[src/rtl/cond_stage.sv]
// Execute-stage conditional-execution unit: holds the E pipeline register,
// evaluates the condition field against the architectural flags and gates control.
module cond_stage #(
    parameter int CNT_W = 16
) (
    input  logic             clk,
    input  logic             reset,
    input  logic             stall,
    input  logic             flush,
    input  logic             valid_d,
    input  logic [3:0]       cond_d,
    input  logic [1:0]       flagw_d,
    input  logic             pcs_d,
    input  logic             regw_d,
    input  logic             memw_d,
    input  logic             nowrite_d,
    input  logic [3:0]       alu_flags_e,
    output logic             pcsrc_e,
    output logic             regwrite_e,
    output logic             memwrite_e,
    output logic             cond_ex_e,
    output logic             flush_req,
    output logic [3:0]       flags_q,
    output logic [CNT_W-1:0] annul_cnt
);

    typedef struct packed {
        logic       valid;
        logic [3:0] cond;
        logic [1:0] flagw;
        logic       pcs;
        logic       regw;
        logic       memw;
        logic       nowrite;
    } e_reg_t;

    e_reg_t e_q;
    e_reg_t e_next;
    logic   cond_pass;
    logic   n, z, c, v;

    assign {n, z, c, v} = flags_q;

    always_comb begin
        // NOTE: default first so every path assigns cond_pass; no latch is inferred.
        cond_pass = 1'b0;
        case (e_q.cond)
            4'b0000: cond_pass = z;
            4'b0001: cond_pass = !z;
            4'b0010: cond_pass = c;
            4'b0011: cond_pass = !c;
            4'b0100: cond_pass = n;
            4'b0101: cond_pass = !n;
            4'b0110: cond_pass = v;
            4'b0111: cond_pass = !v;
            4'b1000: cond_pass = c && !z;
            4'b1001: cond_pass = !c || z;
            4'b1010: cond_pass = (n == v);
            4'b1011: cond_pass = (n != v);
            4'b1100: cond_pass = !z && (n == v);
            4'b1101: cond_pass = z || (n != v);
            4'b1110: cond_pass = 1'b1;
            default: cond_pass = 1'b0;
        endcase
    end

    assign cond_ex_e  = e_q.valid & cond_pass;
    assign pcsrc_e    = cond_ex_e & e_q.pcs;
    assign regwrite_e = cond_ex_e & e_q.regw & ~e_q.nowrite;
    assign memwrite_e = cond_ex_e & e_q.memw;
    assign flush_req  = pcsrc_e;

    always_comb begin
        e_next = '{valid: valid_d, cond: cond_d, flagw: flagw_d, pcs: pcs_d,
                   regw: regw_d, memw: memw_d, nowrite: nowrite_d};
    end

    always_ff @(posedge clk or posedge reset) begin
        if (reset) begin
            e_q       <= '0;
            flags_q   <= 4'b0000;
            annul_cnt <= '0;
        end else begin
            // NOTE: non-blocking throughout, so every update sees pre-edge state.
            // Stall freezes architectural state; an instruction completes exactly once.
            if (!stall) begin
                if (cond_ex_e && e_q.flagw[1]) flags_q[3:2] <= alu_flags_e[3:2];
                if (cond_ex_e && e_q.flagw[0]) flags_q[1:0] <= alu_flags_e[1:0];
                if (e_q.valid && !cond_pass && (annul_cnt != '1))
                    annul_cnt <= annul_cnt + 1'b1;
            end

            // Kill beats hold: a taken branch or external flush always inserts a bubble.
            if (flush || flush_req)
                e_q <= '0;
            else if (!stall)
                e_q <= e_next;
        end
    end

endmodule

[config.mk]
export PLATFORM = sky130hd
export DESIGN_NAME = cond_stage
export DESIGN_NICKNAME = d
export VERILOG_FILES = /design/src/rtl/cond_stage.sv
export SDC_FILE = /design/constraint.sdc
export NUM_CORES = 1
export LEC_CHECK = 0
export BUFFER_PORTS_ARGS = -buffer_cell sky130_fd_sc_hd__buf_2
export CORE_MARGIN = 2
export CORE_UTILIZATION = 50
export DETAILED_ROUTE_END_ITERATION = 12
export PLACE_DENSITY = 0.77
export SLEW_MARGIN = 20
export SYNTH_ARGS = -nofsm -noshare
export SYNTH_HDL_FRONTEND = slang
export SYNTH_SLANG_ARGS = --single-unit
[constraint.sdc]
create_clock -name clk -period 3.7 [get_ports clk]
set_input_delay 0.185 -clock clk [delete_from_list [all_inputs] [get_ports clk]]
set_output_delay 0.185 -clock clk [all_outputs]
set_load 0.01 [all_outputs]
==> results.ini <==
[synth]
ys_warn_count=0
syn_inst=155
seq_area_frac_synth_pct=44.6
synth.avg_cell_area_um2=11.2
ys_seq_elements=31
netlist_area_mm2=0.00174
synth_cell_types=44
syn_nets=175
ys.flop_type=dfrtp_1
synthArstFlopShare_pct=100
synth_edf_count=0

[sta]
finalWorstSetupSlack_ns=0.891
rsz0062_at_grt=false
relSlewSlack_pct=63.8
fin_skew_ns=0.0151
finalHoldViolCount=0
drv_slew=0
tns_ns=0
worst_slew_pin_slew_ns=0.541
hold_ws_ns=0.0465
setup_viol=0
layout_min_cycle_time_ns=2.81
fmaxAchievable_mhz=356
fin_crit_sh_pct=75.9

[critical_path]
critPathRequiredTime_ns=3.51
path_max_fanout=13
cp.arrival_ns=2.62
endpoint_kind=output pin
worstSetupPathType=reg2out
cp-start-kind=flop

[cells_and_area]
syn_to_final_growth_pct=17.9
multi_input_area_um2=892
num_antenna_cells=0
seqCellArea_um2=776
drive_gt1_share_pct=32.5
final_common_cell=buf_2
final_cell_mix=buf_2, dfrtp_1, nor2_1, xnor2_1
final_area_mm2=0.00205
final.fill_count=289
nets=219

[detailed_routing]
postRouteAntennaNets=0
routed_via_density=5.41
first_pass_iters=4
drcViolationCount=0
vias=1332
finalWirelength_mm=3.47
drt_iter0_drc=67
wire_per_inst_um=14.1

[power]
combPwrFrac_pct=17.7
power_frac_seq_pct=48.5
swShare_pct=28.6
internal_power_mw=0.605
vdd_drop_max_uv=242
p_per_area_mw_per_mm2=413
leakagePower_nw=1.06
power_switching_mw=0.242
power_frac_clock_pct=33.8

[grt]
grt_pass1_vias=1372
grt_pass1_wl_mm=6.39
grt-ovfl-total=0
antenna_found_initial=0
gr-usage-all-layers_pct=20.5
grt_max_degree=32

[cts]
cts_tree=built
clock_latency_ns=0.34
htreeDepth=2
cts_resized=0
clk_path_buf_depth=2
cts-root-buf=clkbuf_4
cts_buffers=5
path_clk_slew_ns=0.11
clkSinkCount=31

[floorplan]
rows=21
ios=44
core-area_mm2=0.00334
dieArea_mm2=0.00397
start_util_pct=52.2
die_w_um=63
die_h_um=63

[job]
drv_cap=0

[place]
dp_hpwl_mm=2.56
finalWeightedCongestion=0.789
place_area_mm2=0.00196
place_ws_ns=1.27
io_buffer_count=43

[worst_hold_path]
hp-class=in2reg

[outcome]
outcome=completed

[power groups by stage]
| stage | logic [mW] | clock network [mW] | registers, mW |
|---|---|---|---|
| after global routing | 0.167 | 0.305 | 0.417 |
| after floorplan | 0.0983 | 0 | 0.417 |
| after global placement | 0.146 | 0 | 0.414 |
| after detailed placement | 0.150 | 0 | 0.417 |
| after CTS | 0.153 | 0.289 | 0.411 |
| final | 0.150 | 0.286 | 0.411 |
[sequential cells by signal, summed over array words and instances (netlist names)]
name,flops
annul_cnt,16
e_q,11
flags_q,4
[layout make-up]
| cell class | instances | area share [%] |
|---|---|---|
| Clock buffer | 6 | 2.50 |
| Sequential cell | 31 | 37.8 |
| Tap cell | 46 | 2.80 |
| Inverter | 2 | 0.366 |
| Multi-Input combinational cell | 114 | 43.5 |
| Timing Repair Buffer | 45 | 11.3 |
| Clock inverter | 2 | 1.71 |
[critical path: stages, from the launching register on]
cell and delay (ns):
dfrtp_1 0.51, mux2_2 0.39, a22oi_2 0.17, o22ai_2 0.14, nor3_4 0.50, and2b_1 0.26
and3b_1 0.17, buf_2 0.13
[cells by family after synthesis]
logic type,share of synthesized area [%]
AND/OR/NAND/NOR,26.4
flip-flops,44.6
XOR/XNOR,8.55
multiplexers,10.4
buffers and inverters,4.17
AO/OA/AOI/OAI,5.18
adder cells (fa/ha/maj),0.719
[stage by stage]
stage	total power, mW	std cells	utilization [%]
floorplan	0.516	155	-
global placement	0.560	237	58.6
detailed placement	0.567	237	58.6
CTS	0.852	246	61.5
global route	0.889	246	61.5
finish	0.847	246	61.5
[cells in the mapped netlist, types with 2 or more instances]
library cell  count  area [um^2]
and4_1            3         26.3
buf_6             4         45.0
nand4_1           7         43.8
and2_1            2         12.5
nand3b_4          2         40.0
nand2_1           7         26.3
inv_1             2         7.51
nand3_1          11         55.1
nor3b_1           2         15.0
nor2_1           16         60.1
dfrtp_1          31          776
mux2i_1          11          110
nand2b_1          2         12.5
xnor2_1          16          140
mux2_1            4         45.0
and3_1            6         37.5
clkbuf_1          2         7.51
[metal layers]
metal / GRT usage, % / vias to the layer above / wire length (um)
met5: 0 / - / 0
met4: 9.72 / 0 / 77
met3: 5.59 / 6 / 168
met2: 33.1 / 27 / 1720
met1: 25.4 / 659 / 1500
li1: - / 640 / -
[final timing paths]
check	from	end	cells past startpoint	slack (ns)
worst max-delay path	e_q[8]	regwrite_e	7	0.89
worst min-delay path	alu_flags_e[1]	flags_q[1]	2	0.05
worst max register to register	e_q[8]	flags_q[3]	6	1.30
worst min register to register	annul_cnt[8]	annul_cnt[8]	1	0.50
max in group asynchronous	reset	flags_q[3]	4	2.94
min in group asynchronous	reset	annul_cnt[7]	4	0.47
[repair_timing]
item	4_1_cts	5_1_grt
endpoints found under the hold margin	31	0
hold buffers	1	0
endpoints found under the setup margin	0	0
buffers inserted	0	0
Note: power is estimated with default switching activity, not from simulation.
